### config.mk
export PLATFORM = sky130hd
export DESIGN_NAME = game_flow_controller_flat
export DESIGN_NICKNAME = d
export VERILOG_FILES = /design/src/rtl/game_flow_controller_pkg.sv /design/src/rtl/game_flow_controller_if.sv /design/src/rtl/game_flow_controller_key_debouncer.sv /design/src/rtl/game_flow_controller.sv /design/src/flat_wrapper.sv
export SDC_FILE = /design/constraint.sdc
export NUM_CORES = 1
export LEC_CHECK = 0
export CAP_MARGIN = 20
export CORE_ASPECT_RATIO = 1.2
export CORE_MARGIN = 5
export CORE_UTILIZATION = 45
export DETAILED_ROUTE_END_ITERATION = 16
export GPL_TIMING_DRIVEN = 0
export PLACE_DENSITY = 0.79
export SLEW_MARGIN = 20
export SYNTH_ARGS = -nofsm -noshare
export SYNTH_HDL_FRONTEND = slang
export SYNTH_SLANG_ARGS = --single-unit
export TNS_END_PERCENT = 5
### constraint.sdc
create_clock -name CLOCK_25 -period 1.73 [get_ports CLOCK_25]
set_clock_uncertainty 0.1 [all_clocks]
set_input_delay 0.346 -clock CLOCK_25 [delete_from_list [all_inputs] [get_ports CLOCK_25]]
set_output_delay 0.346 -clock CLOCK_25 [all_outputs]
set_load 0.05 [all_outputs]
### src/rtl/game_flow_controller_pkg.sv
// Shared symbols for the Pong match sequencer: phase encodings,
// parameter defaults and the player colours shown on the winner overlay.
package game_flow_controller_pkg;

    typedef enum logic [2:0] {
        GFC_IDLE     = 3'd0,
        GFC_SERVE    = 3'd1,
        GFC_PLAY     = 3'd2,
        GFC_PAUSED   = 3'd3,
        GFC_POINT    = 3'd4,
        GFC_GAMEOVER = 3'd5
    } state_t;

    localparam int WIN_SCORE_DEF        = 7;
    localparam int POINT_HOLD_TICKS_DEF = 60;
    localparam int GAMEOVER_TICKS_DEF   = 180;
    localparam int DEBOUNCE_TICKS_DEF   = 4;

    localparam logic [2:0] PLAYER_1_COLOR = 3'b100;
    localparam logic [2:0] PLAYER_2_COLOR = 3'b001;

endpackage

### src/rtl/game_flow_controller_if.sv
// Bundle between the match sequencer and the rest of the image generator.
// master = sequencer side, slave = ball/paddle/score-render side.
interface game_flow_controller_if;

    logic       tick;
    logic       key_pause_n;
    logic       miss_p1;
    logic       miss_p2;
    logic       run_enable;
    logic       serve_request;
    logic       serve_side;
    logic [2:0] score_1;
    logic [2:0] score_2;
    logic [2:0] winner_color;
    logic [2:0] phase;

    modport master (
        input  tick, key_pause_n, miss_p1, miss_p2,
        output run_enable, serve_request, serve_side,
               score_1, score_2, winner_color, phase
    );

    modport slave (
        output tick, key_pause_n, miss_p1, miss_p2,
        input  run_enable, serve_request, serve_side,
               score_1, score_2, winner_color, phase
    );

endinterface

### src/rtl/game_flow_controller_key_debouncer.sv
// Key debouncer: 2-flop synchroniser, tick-based stability counter and a
// press strobe that is high on the tick where the debounced level falls.
module key_debouncer #(
    parameter int DEBOUNCE_TICKS = 4
) (
    input  logic clk,
    input  logic rst_n,
    input  logic tick,
    input  logic key_n,
    output logic press
);

    logic       sync_a;
    logic       sync_b;
    logic       level;
    logic [3:0] stable_cnt;
    logic       settle;

    // Synchronise the raw key on every clock; idle level is released (1).
    always_ff @(posedge clk or negedge rst_n) begin
        if (!rst_n) begin
            sync_a <= 1'b1;
            sync_b <= 1'b1;
        end else begin
            sync_a <= key_n;
            sync_b <= sync_a;
        end
    end

    // Last of the required consecutive ticks that sampled the new level.
    assign settle = tick && (sync_b != level) &&
                    (stable_cnt == 4'(DEBOUNCE_TICKS - 1));

    // Count consecutive differing ticks; any agreeing sample restarts it.
    always_ff @(posedge clk or negedge rst_n) begin
        if (!rst_n) begin
            level      <= 1'b1;
            stable_cnt <= 4'd0;
        end else if (tick) begin
            if (sync_b == level) begin
                stable_cnt <= 4'd0;
            end else if (settle) begin
                level      <= sync_b;
                stable_cnt <= 4'd0;
            end else begin
                stable_cnt <= stable_cnt + 4'd1;
            end
        end
    end

    // Level is still 1 while settling toward 0, so this marks the falling edge.
    assign press = settle && level;

endmodule

### src/rtl/game_flow_controller.sv
// Match-level sequencer for Pong: pause/serve/point/game-over flow, both
// scores and the winner colour. All state advances on the ball-clock tick.
module game_flow_controller
    import game_flow_controller_pkg::*;
#(
    parameter int WIN_SCORE        = WIN_SCORE_DEF,
    parameter int POINT_HOLD_TICKS = POINT_HOLD_TICKS_DEF,
    parameter int GAMEOVER_TICKS   = GAMEOVER_TICKS_DEF,
    parameter int DEBOUNCE_TICKS   = DEBOUNCE_TICKS_DEF
) (
    input logic                    CLOCK_25,
    input logic                    RESET_N,
    game_flow_controller_if.master bus
);

    state_t     state, state_nx;
    logic [2:0] score_1, score_1_nx, score_1_inc;
    logic [2:0] score_2, score_2_nx, score_2_inc;
    logic [2:0] winner, winner_nx;
    logic [7:0] hold_cnt, hold_cnt_nx;
    logic       serve_side, serve_side_nx;
    logic       serve_req, serve_req_nx;
    logic       pend1, pend2;
    logic       press;

    key_debouncer #(
        .DEBOUNCE_TICKS(DEBOUNCE_TICKS)
    ) u_pause_key (
        .clk  (CLOCK_25),
        .rst_n(RESET_N),
        .tick (bus.tick),
        .key_n(bus.key_pause_n),
        .press(press)
    );

    assign score_1_inc = score_1 + 3'd1;
    assign score_2_inc = score_2 + 3'd1;

    // Latch miss pulses between ticks; a tick consumes them unless a new pulse lands on it.
    always_ff @(posedge CLOCK_25 or negedge RESET_N) begin
        if (!RESET_N) begin
            pend1 <= 1'b0;
            pend2 <= 1'b0;
        end else begin
            pend1 <= bus.miss_p1 | (pend1 & ~bus.tick);
            pend2 <= bus.miss_p2 | (pend2 & ~bus.tick);
        end
    end

    // Register the sequencer state and everything it owns.
    always_ff @(posedge CLOCK_25 or negedge RESET_N) begin
        if (!RESET_N) begin
            state      <= GFC_IDLE;
            score_1    <= 3'd0;
            score_2    <= 3'd0;
            winner     <= 3'd0;
            hold_cnt   <= 8'd0;
            serve_side <= 1'b0;
            serve_req  <= 1'b0;
        end else begin
            state      <= state_nx;
            score_1    <= score_1_nx;
            score_2    <= score_2_nx;
            winner     <= winner_nx;
            hold_cnt   <= hold_cnt_nx;
            serve_side <= serve_side_nx;
            serve_req  <= serve_req_nx;
        end
    end

    // Next-state rules, evaluated only on tick clocks.
    always_comb begin
        state_nx      = state;
        score_1_nx    = score_1;
        score_2_nx    = score_2;
        winner_nx     = winner;
        hold_cnt_nx   = hold_cnt;
        serve_side_nx = serve_side;
        serve_req_nx  = 1'b0;
        if (bus.tick) begin
            case (state)
                GFC_IDLE: begin
                    if (press) begin
                        state_nx  = GFC_SERVE;
                        winner_nx = 3'd0;
                    end
                end
                GFC_SERVE: begin
                    serve_req_nx = 1'b1;
                    state_nx     = GFC_PLAY;
                end
                GFC_PLAY: begin
                    // A miss outranks a press; the press is simply dropped.
                    if (pend1 && pend2) begin
                        hold_cnt_nx = 8'd0;
                        state_nx    = GFC_POINT;
                    end else if (pend1) begin
                        score_2_nx    = score_2_inc;
                        serve_side_nx = 1'b1;
                        hold_cnt_nx   = 8'd0;
                        if (score_2_inc == 3'(WIN_SCORE)) begin
                            winner_nx = PLAYER_2_COLOR;
                            state_nx  = GFC_GAMEOVER;
                        end else begin
                            state_nx  = GFC_POINT;
                        end
                    end else if (pend2) begin
                        score_1_nx    = score_1_inc;
                        serve_side_nx = 1'b0;
                        hold_cnt_nx   = 8'd0;
                        if (score_1_inc == 3'(WIN_SCORE)) begin
                            winner_nx = PLAYER_1_COLOR;
                            state_nx  = GFC_GAMEOVER;
                        end else begin
                            state_nx  = GFC_POINT;
                        end
                    end else if (press) begin
                        state_nx = GFC_PAUSED;
                    end
                end
                GFC_PAUSED: begin
                    if (press) begin
                        state_nx = GFC_PLAY;
                    end
                end
                GFC_POINT: begin
                    if (hold_cnt == 8'(POINT_HOLD_TICKS - 1)) begin
                        state_nx = GFC_SERVE;
                    end else begin
                        hold_cnt_nx = hold_cnt + 8'd1;
                    end
                end
                GFC_GAMEOVER: begin
                    if (hold_cnt == 8'(GAMEOVER_TICKS - 1)) begin
                        score_1_nx    = 3'd0;
                        score_2_nx    = 3'd0;
                        serve_side_nx = 1'b0;
                        state_nx      = GFC_IDLE;
                    end else begin
                        hold_cnt_nx = hold_cnt + 8'd1;
                    end
                end
                default: begin
                    state_nx = GFC_IDLE;
                end
            endcase
        end
    end

    assign bus.run_enable    = (state == GFC_PLAY);
    assign bus.phase         = state;
    assign bus.serve_request = serve_req;
    assign bus.serve_side    = serve_side;
    assign bus.score_1       = score_1;
    assign bus.score_2       = score_2;
    assign bus.winner_color  = winner;

endmodule

### src/flat_wrapper.sv
// flat-port wrapper written by rule: the top's interface ports become plain ports
module game_flow_controller_flat import game_flow_controller_pkg::*;
#(
    parameter int WIN_SCORE        = WIN_SCORE_DEF,
    parameter int POINT_HOLD_TICKS = POINT_HOLD_TICKS_DEF,
    parameter int GAMEOVER_TICKS   = GAMEOVER_TICKS_DEF,
    parameter int DEBOUNCE_TICKS   = DEBOUNCE_TICKS_DEF
)
  (CLOCK_25, RESET_N, bus_tick, bus_key_pause_n, bus_miss_p1, bus_miss_p2, bus_run_enable, bus_serve_request, bus_serve_side, bus_score_1, bus_score_2, bus_winner_color, bus_phase);
  game_flow_controller_if bus_i ();
  input logic CLOCK_25;
  input logic RESET_N;
  input wire logic [$bits(bus_i.tick)-1:0] bus_tick;
  input wire logic [$bits(bus_i.key_pause_n)-1:0] bus_key_pause_n;
  input wire logic [$bits(bus_i.miss_p1)-1:0] bus_miss_p1;
  input wire logic [$bits(bus_i.miss_p2)-1:0] bus_miss_p2;
  output wire logic [$bits(bus_i.run_enable)-1:0] bus_run_enable;
  output wire logic [$bits(bus_i.serve_request)-1:0] bus_serve_request;
  output wire logic [$bits(bus_i.serve_side)-1:0] bus_serve_side;
  output wire logic [$bits(bus_i.score_1)-1:0] bus_score_1;
  output wire logic [$bits(bus_i.score_2)-1:0] bus_score_2;
  output wire logic [$bits(bus_i.winner_color)-1:0] bus_winner_color;
  output wire logic [$bits(bus_i.phase)-1:0] bus_phase;
  assign bus_i.tick = bus_tick;
  assign bus_i.key_pause_n = bus_key_pause_n;
  assign bus_i.miss_p1 = bus_miss_p1;
  assign bus_i.miss_p2 = bus_miss_p2;
  assign bus_run_enable = bus_i.run_enable;
  assign bus_serve_request = bus_i.serve_request;
  assign bus_serve_side = bus_i.serve_side;
  assign bus_score_1 = bus_i.score_1;
  assign bus_score_2 = bus_i.score_2;
  assign bus_winner_color = bus_i.winner_color;
  assign bus_phase = bus_i.phase;
  game_flow_controller #(.WIN_SCORE(WIN_SCORE), .POINT_HOLD_TICKS(POINT_HOLD_TICKS), .GAMEOVER_TICKS(GAMEOVER_TICKS), .DEBOUNCE_TICKS(DEBOUNCE_TICKS)) u_core (.CLOCK_25(CLOCK_25), .RESET_N(RESET_N), .bus(bus_i));
endmodule
Word level (Yosys, flattened, before mapping)
Index checks and enable logic that the tools add are counted.
Word-level totals
  bits in writable memories: 0
  register bits after elaboration: 31
  input port bits: 6
  memories: 0
  word-level logic and storage cells: 105
  memory bits (read-only): 0
  bits in latches: 0
Operators by class
  mux-type cells: 40
  order comparisons: 0
  shifts and indexed selects: 0
  reductions and logical operators: 15
  add/sub/neg operators: 4
  $mul: 0
  equal/unequal tests: 27
  bitwise logic cells: 6
  divide/modulo/power cells: 0
Operators by type and width (count)
  2-to-1 mux 3 bit: 19
  2-to-1 mux 8 bit: 5
  case mux 8 bit (3 select lines): 1
  case mux 3 bit (2 select lines): 3
  case mux 3 bit (6 select lines): 1
  AND reduction 5 bit: 3
  equality test 3 bit, second input constant: 4
  != test 2 x 1 -> 1 bit, second input constant: 6
  AND reduction 6 bit: 2
  adder 8 x 1 -> 8 bit, second input constant: 1
  equality test 8 x 6 -> 1 bit, second input constant: 1
  equality test 8 bit, second input constant: 1
  2-to-1 mux 1 bit: 8
  2-to-1 mux 4 bit: 2
  != test 2 bit, second input constant: 4
  AND reduction 7 bit: 1
  adder 3 x 1 -> 3 bit, second input constant: 2
  equality test 3 x 2 -> 1 bit, second input constant: 2
  != test 3 x 1 -> 1 bit, second input constant: 2
  != test 5 x 1 -> 1 bit, second input constant: 1
  adder 4 x 1 -> 4 bit, second input constant: 1
  equality test 4 x 2 -> 1 bit, second input constant: 1
  logical AND 1 bit: 4
  != test 4 x 1 -> 1 bit, second input constant: 1
  12 further kinds: 16

Longest topological paths before layout
Gate-level depths: netlist of the first run.
  depth after elaboration: 9
  depth in mapped cells: 7

Modules after synthesis
From an unflattened synthesis of the first run, not the netlist that was laid out.
Unflattened totals
  cell total of the unflattened synthesis: 171
  area total of the unflattened synthesis: 1750.4 um^2
By module, submodules not included
  game_flow_controller: area each 1428.9 um^2, sequential area each 575.6 um^2, instances 1, cells each 143
  key_debouncer: area each 321.6 um^2, sequential area each 178.9 um^2, instances 1, cells each 28

Worst setup path before layout of the first run
Ideal clock, no wire load.
  path type: flip-flop to flip-flop
  start: register u_core.state[2] (netlist: u_core.bus.phase[2])
  end: register u_core.hold_cnt[3]
  cell stages (with the launch flop): 8
  arrival time: 2.106 ns
  required time: 1.552 ns
  setup time: 0.078 ns
  buffers on the path: 2
  setup slack: -0.553 ns
  clock period less this slack: 2.283 ns
  cells stage by stage: dfrtp_1 > buf_6 > or3b_4 > clkinv_4 > a21oi_2 > buf_6 > or4_1 > a21oi_1
Between the ends
  word-level cells in the longest chain between the ends: 3
  elaborated cells on any way between the ends: 9
Ends and longest elaborated chain
  start, declared: line game_flow_controller.sv:16  | state_t state, state_nx;
  start signal, assigned: line game_flow_controller.sv:61  | state <= state_nx;
  equality test 3 x 2 -> 1 bit *
  named net bus_run_enable: line flat_wrapper.sv:17  | output wire logic [$bits(bus_i.run_enable)-1:0] bus_run_enable;
  != test 4 x 1 -> 1 bit (no line) or nonzero test 3 bit (tied branches)
  AND reduction 5 bit (no line)
  end signal, assigned: line game_flow_controller.sv:65  | hold_cnt <= hold_cnt_nx;
  end, declared: line game_flow_controller.sv:20  | logic [7:0] hold_cnt, hold_cnt_nx;
The timed path passes the listed nets; every way through them passes the cells marked *.
A chain may end at the register's enable or synchronous reset.

Worst setup path in the final report of the first run
  start: register u_core.state[0] (netlist: u_core.bus.phase[0])
  end: register u_core.hold_cnt[4]
Between the ends
  word-level cells in the longest chain between the ends: 3
  elaborated cells on any way between the ends: 9
Ends and longest elaborated chain
  equality test 3 x 2 -> 1 bit or equality test 3 bit (tied branches): line game_flow_controller.sv:81  | case (state)
  != test 4 x 1 -> 1 bit (no line), or another cell as far along
  AND reduction 5 bit (no line)
Several ways; a longest one is shown, not always the timed one.

==> results of run 1 <==
[critical path, stage by stage, from the launching register on]
cell	delay, ns
dfrtp_1	0.40
or3b_4	0.46
clkinv_8	0.07
a21oi_4	0.05
buf_6	0.14
or4_4	0.53
a21oi_2	0.15
[worst paths after layout]
kind / start / endpoint / slack (ns) / depth (start not counted)
setup reg to reg: u_core.bus.phase[0] / u_core.hold_cnt[4] / -0.25 / 6
min in group CLOCK_25: u_core.u_pause_key.sync_a / u_core.u_pause_key.sync_b / 0.26 / 0
max in group asynchronous: RESET_N / u_core.hold_cnt[0] / 1.07 / 1
hold / removal: RESET_N / u_core.bus.winner_color[0] / -0.01 / 1
hold reg to reg: u_core.u_pause_key.sync_a / u_core.u_pause_key.sync_b / 0.26 / 0
setup / recovery: u_core.bus.phase[0] / u_core.hold_cnt[4] / -0.25 / 6
[through the flow]
step                      setup WS (ns)  power, mW  utilization [%]  instance area [sq um]  setup TNS [ns]
final                            -0.248       3.64             60.6                   2240           -1.76
after global routing             -0.308       3.88             60.6                   2240           -3.18
after CTS                        -0.271       3.60             59.1                   2180           -3.75
after detailed placement         -0.637       2.85             54.6                   2020          -10.85
after global placement           -0.632       2.81             54.7                   2020          -20.76
after floorplan                  -0.390       2.35                -                   1770           -4.71
[sequential cells by signal, summed over array words and instances, names as in the netlist, 2 cells and up]
name / count
u_core.bus.phase: 3
u_core.bus.score_1: 3
u_core.bus.score_2: 3
u_core.bus.winner_color: 2
u_core.hold_cnt: 8
u_core.u_pause_key.stable_cnt: 4
[layout by cell type (no fill, tap or decap), drive strengths merged, types with 3 or more instances in the layout]
cell           instances
dfstp                  3
o21ai                  4
nand2                  8
o22ai                  5
and3                   3
or2                    3
dfrtp                 27
nor2                   6
a21o                   4
a21oi                  9
inv                   10
o31ai                  7
nor3b                  3
or4                    5
buf                   11
clkbuf                 8
dlygate4sd2            9
and4                   3
mux2                   5
clkdlybuf4s50          4
mux2i                  3
nor2b                  6
ha                     6
dlymetal6s2s           4
clkinv                 3
nand3                  8
[layer usage]
metal / global-route usage, % / share of wire (%) / vias up
met3: 4.43 / 5.1 / 13
met4: 8.52 / 2.9 / 0
met1: 20.0 / 41 / 699
li1: - / - / 702
met5: 0 / 0 / -
met2: 26.4 / 51 / 33
[report_power, final]
part | internal [mW] | switching (mW)
clock network | 0.423 | 0.270
registers | 0.928 | 0.230
logic | 0.703 | 1.09
[final cells by class]
type	instances	area, sq um	area share, %
inverters	11	53.8	2.40
repair buffers	23	211	9.44
clock inverters	3	40.0	1.79
multi-input cells	124	993	44.4
plain buffers	8	48.8	2.18
flip-flops and latches	30	758	33.9
well taps	52	65.1	2.91
clock buffers	5	68.8	3.07
[cell families after synthesis]
group / count (synthesis) / share of synthesized area, %
other: 1 / 0.214
AOI/OAI and AO/OA: 43 / 17.2
buffers and inverters: 20 / 5.65
and+or+nand+nor: 63 / 23.0
xor gates and xnor gates: 3 / 1.50
DFF: 30 / 43.1
adders and majority gates: 6 / 4.29
muxes: 8 / 4.94
[what timing repair did]
action / in CTS / in global routing
setup buffers: 3 / 1
gates resized for setup: 30 / 17
pin swaps: 5 / 6
setup endpoints to repair: 36 / 24
==> out/metrics.csv, run 1 <==
stage,metric,value,unit
global_routing,antenna_found_initial,0,
finish,antenna_cells,0,
floorplan,rows,24,
drt,drc,0,
timing,holdWs,-0.0137,ns
timing,final-setup-viol-count,16,
floorplan,start_util,47.4,%
floorplan,pin_count,21,
clocking,cts_tree,built,
global_routing,grt_pass1_vias,1421,
logic_synthesis,synth.most_common_cell,dfrtp_1,
timing,fin_ws,-0.248,ns
floorplan,dieArea,0.00524,sq mm
place,place.gp.congestion,0.842,
pwr,p_leak,1.00,nW
pwr,power.density,1630,mW/mm^2
drt,routed_via_density,5.65,
floorplan,dieHeight,78.3,um
logic_synthesis,synth_top_area_share,38.6,%
place,dp_cells,245,
logic_synthesis,synth_nets,186,
setup_path,path_max_fanout,7,
clocking,hold_buffers,0,
clocking,clk_latency,0.29,ns
logic_synthesis,ys_types,58,
floorplan,core,0.00369,sq mm
finish,fillers,315,
place,dp_hpwl,2.68,mm
clocking,clkSinkCount,30,
timing,rsz0062_at_grt,yes,
logic_synthesis,yosysTopAreaCell,dfrtp_1,
setup_path,cp_data_required_time,1.84,ns
clocking,clk_pin_slew,0.07,ns
setup_path,cp_data_arrival_time,2.09,ns
logic_synthesis,synth-edff-count,0,
global_routing,grt_pass1_wl,6.61,mm
logic_synthesis,ys.flop_type,dfrtp_1,
logic_synthesis,synthArstFlopShare,100,%
timing,fin_crit,1.98,ns
drt,postRouteWirelength,3.93,mm
timing,final_max_slew_viol_count,0,
timing,hold_viol_final,27,
floorplan,dieWidth,66.9,um
global_routing,globalRouteTotalUtil,16.5,%
timing,post-route-period-util,114,%
setup_path,start_kind,flip-flop,
worst_hold_path,hp-class,input pin to asynchronous set/reset pin,
run,maxCapViolCount,0,
timing,worst_slew_pin_slew,0.664,ns
drt,vias,1447,
timing,max_slew_margin,55.7,%
global_routing,grt.overflow.total,0,
clocking,ctsLongestPathBuffers,2,
logic_synthesis,synth_area_leaders,"dfrtp_1 (39%), dfstp_2 (4.5%), ha_1 (4.3%), o31ai_1 (3.0%), mux2_1 (2.6%)",
finish,num-nets-final,215,
timing,fmaxAchievable,0.506,GHz
logic_synthesis,yosys-top-cells-count,"dfrtp_1 (27), inv_1 (9), a21oi_1 (8), nand2_1 (8), nand3_1 (8)",
clocking,cts_max_level,2,
run_status,status,finished with violations,
drt,drtIter0Drc,76,
finish,drive_above_1_share,24.5,%
drt,ant_nets,0,
logic_synthesis,ys_seq_area_share,43.1,%
global_routing,grt_max_degree,31,
drt,drt-pass1-iter-count,4,
drt,wl_per_cell,15.3,um
setup_path,cp-end-kind,flip-flop,
clocking,cts_made_buffers,5,
finish,area.growth.synth_to_final,28.0,%
finish,finalNonFillerCells,256,
run_status,violations,"negative hold slack, negative setup slack",
logic_synthesis,avgSynthCellArea,10.1,sq um
place,port_buffers,19,
pwr,irDropWorstVdd,0.000641,V
logic_synthesis,yosys_warnings,0,
setup_path,worstSetupPathType,flip-flop to flip-flop,
logic_synthesis,ys_ff_latch,30,
logic_synthesis,syn_area,0.00175,sq mm
logic_synthesis,synthCells,174,
clocking,cts_root_buf,clkbuf_8,
Power figures use the tool's default switching activity.
==> run 2: changes to the inputs <==
CORE_UTILIZATION = 50   (was 45)
CTS_CLUSTER_DIAMETER = 80   (was unset)
PLACE_DENSITY = 0.86   (was 0.79)
==> run 2 against run 1 <==
  * Sequential power is essentially flat
  * Critical endpoint unchanged
  * Die area fell by 8.6%
  * Largest power group unchanged
  * Routed wire length is 11% higher
  * Register-to-register slack about the same
  * Maximum frequency is essentially flat
  * The flow still finishes with violations (negative hold slack, negative setup slack)
==> out/metrics.csv, run 2 (same netlist as run 1, synthesis figures left out) <==
stage,metric,value,unit
run_status,status,finished with violations,
run_status,violations,"negative hold slack, negative setup slack",
place,dp_hpwl,2.69,mm
drt,drc,0,
setup_path,r2r_end,u_core.hold_cnt[4],
setup_path,start_kind,flip-flop,
timing,max_slew_margin,55.1,%
finish,top_register,u_core.hold_cnt,
timing,fmaxAchievable,0.505,GHz
floorplan,pin_count,21,
finish,final_common_cell,dfrtp_1,
global_routing,grt_pass1_vias,1471,
clocking,hold_buffers,0,
setup_path,path_max_fanout,8,
clocking,clkSinkCount,30,
setup_path,worst_r2r_path_depth,6,
finish,final_cell_mix,"dfrtp_1 (24), buf_4 (11), inv_1 (9), dlygate4sd2_1 (9)",
drt,ant_nets,0,
pwr,irDropWorstVdd,0.00109,V
timing,post-route-period-util,114,%
global_routing,globalRouteTotalUtil,18.4,%
pwr,p_leak,1.01,nW
setup_path,reg2reg_slack,-0.25,ns
drt,drtIter0Drc,132,
finish,drive_above_1_share,25.5,%
setup_path,cp-end-kind,flip-flop,
drt,drt-pass1-iter-count,4,
clocking,cts_tree,built,
clocking,clk_latency,0.29,ns
clocking,cts_made_buffers,5,
drt,postRouteWirelength,4.36,mm
timing,holdWs,-0.0180,ns
drt,routed_via_density,6.18,
place,place_ws,-0.664,ns
pwr,power.density,1680,mW/mm^2
finish,num-nets-final,219,
floorplan,rows,23,
global_routing,grt_pass1_wl,6.89,mm
global_routing,grt.overflow.total,0,
worst_hold_path,hp-class,input pin to asynchronous set/reset pin,
clocking,ctsLongestPathBuffers,2,
timing,fin_crit,1.98,ns
global_routing,grt_max_degree,31,
timing,final_max_slew_viol_count,0,
timing,rsz0062_at_grt,yes,
setup_path,reg2reg_from,u_core.bus.phase[0],
timing,final-setup-viol-count,17,
place,place.gp.congestion,0.873,
clocking,cts_max_level,2,
finish,largest_register_ffs,8,
finish,reg.largest.list,"u_core.hold_cnt: 8 flops, u_core.u_pause_key.stable_cnt: 4 flops",
global_routing,antenna_found_initial,0,
timing,worst_slew_pin_slew,0.674,ns
floorplan,dieWidth,64.0,um
drt,wl_per_cell,17.8,um
timing,hold_viol_final,11,
clocking,clk_pin_slew,0.07,ns
run,maxCapViolCount,0,
setup_path,worstSetupPathType,flip-flop to flip-flop,
drt,vias,1515,
floorplan,core,0.00337,sq mm
timing,fin_ws,-0.250,ns
timing,tns,-2.33,ns
setup_path,cp_data_arrival_time,2.09,ns
clocking,cts_root_buf,clkbuf_8,
finish,area.growth.synth_to_final,28.6,%
floorplan,start_util,52.0,%
place,port_buffers,19,
floorplan,dieArea,0.00479,sq mm
finish,antenna_cells,0,
floorplan,dieHeight,74.8,um
setup_path,cp_data_required_time,1.84,ns
## run 2: through the flow
step	power, mW	hold slack [ns]	std cells	utilization, %	area (sq um)
2_1_floorplan	2.35	-0.0496	174	-	1770
3_3_place_gp	2.81	0.246	230	59.5	2000
3_5_place_dp	2.84	0.250	230	59.3	2000
4_1_cts	3.61	0.0157	242	64.4	2170
5_1_grt	4.00	0.0382	245	66.8	2250
6_report	3.78	-0.0180	245	66.8	2250
## run 2: worst max path at each step
stage,startpoint,end,slack [ns],depth (start not counted)
after detailed placement,bus_tick,u_core.hold_cnt[7],-0.66,5
after CTS,u_core.bus.phase[2],u_core.hold_cnt[4],-0.27,7
after global routing,u_core.bus.phase[0],u_core.hold_cnt[4],-0.31,6
final,u_core.bus.phase[0],u_core.hold_cnt[4],-0.25,6
after floorplan,u_core.bus.phase[2],u_core.hold_cnt[4],-0.39,7
after global placement,bus_tick,u_core.hold_cnt[5],-0.62,5
## run 2: report_power, final
part | internal (mW) | leakage [nW] | switching [mW]
clock network | 0.469 | 0.0585 | 0.275
registers | 0.928 | 0.374 | 0.237
logic | 0.752 | 0.579 | 1.12
## run 2: timing repair
| action | in CTS | in global routing |
|---|---|---|
| buffers inserted | 4 | 4 |
| setup endpoints to repair | 37 | 24 |
| gates resized for setup | 31 | 25 |
| pin swaps | 6 | 5 |
## run 2: layer usage
metal	track usage (%)	wire length [um]
met5	0	0
met4	9.47	72
met1	22.4	1790
met2	30.9	2310
met3	3.88	184
## run 2: layout make-up
| cell class | instances | area (sq um) |
|---|---|---|
| clock inverter | 1 | 30.0 |
| fill | 266 | 1120 |
| clock buffer | 7 | 86.3 |
| buffer | 8 | 55.1 |
| inverter | 11 | 53.8 |
| multi-input combinational | 124 | 981 |
| tap | 37 | 46.3 |
| timing repair buffer | 27 | 239 |
| sequential | 30 | 758 |
## run 2: worst max-delay path, cell delays in order, from the launching register on
cell,delay (ns)
dfrtp_1,0.42
or3b_4,0.46
clkinv_8,0.07
a21oi_4,0.05
buf_6,0.14
or4_1,0.52
a21oi_1,0.15
==> run 3: changes to the inputs <==
SLEW_MARGIN = 25   (was 20)
==> results of run 3 <==
The final DEF is identical to that of run 2; final timing and power are the same.
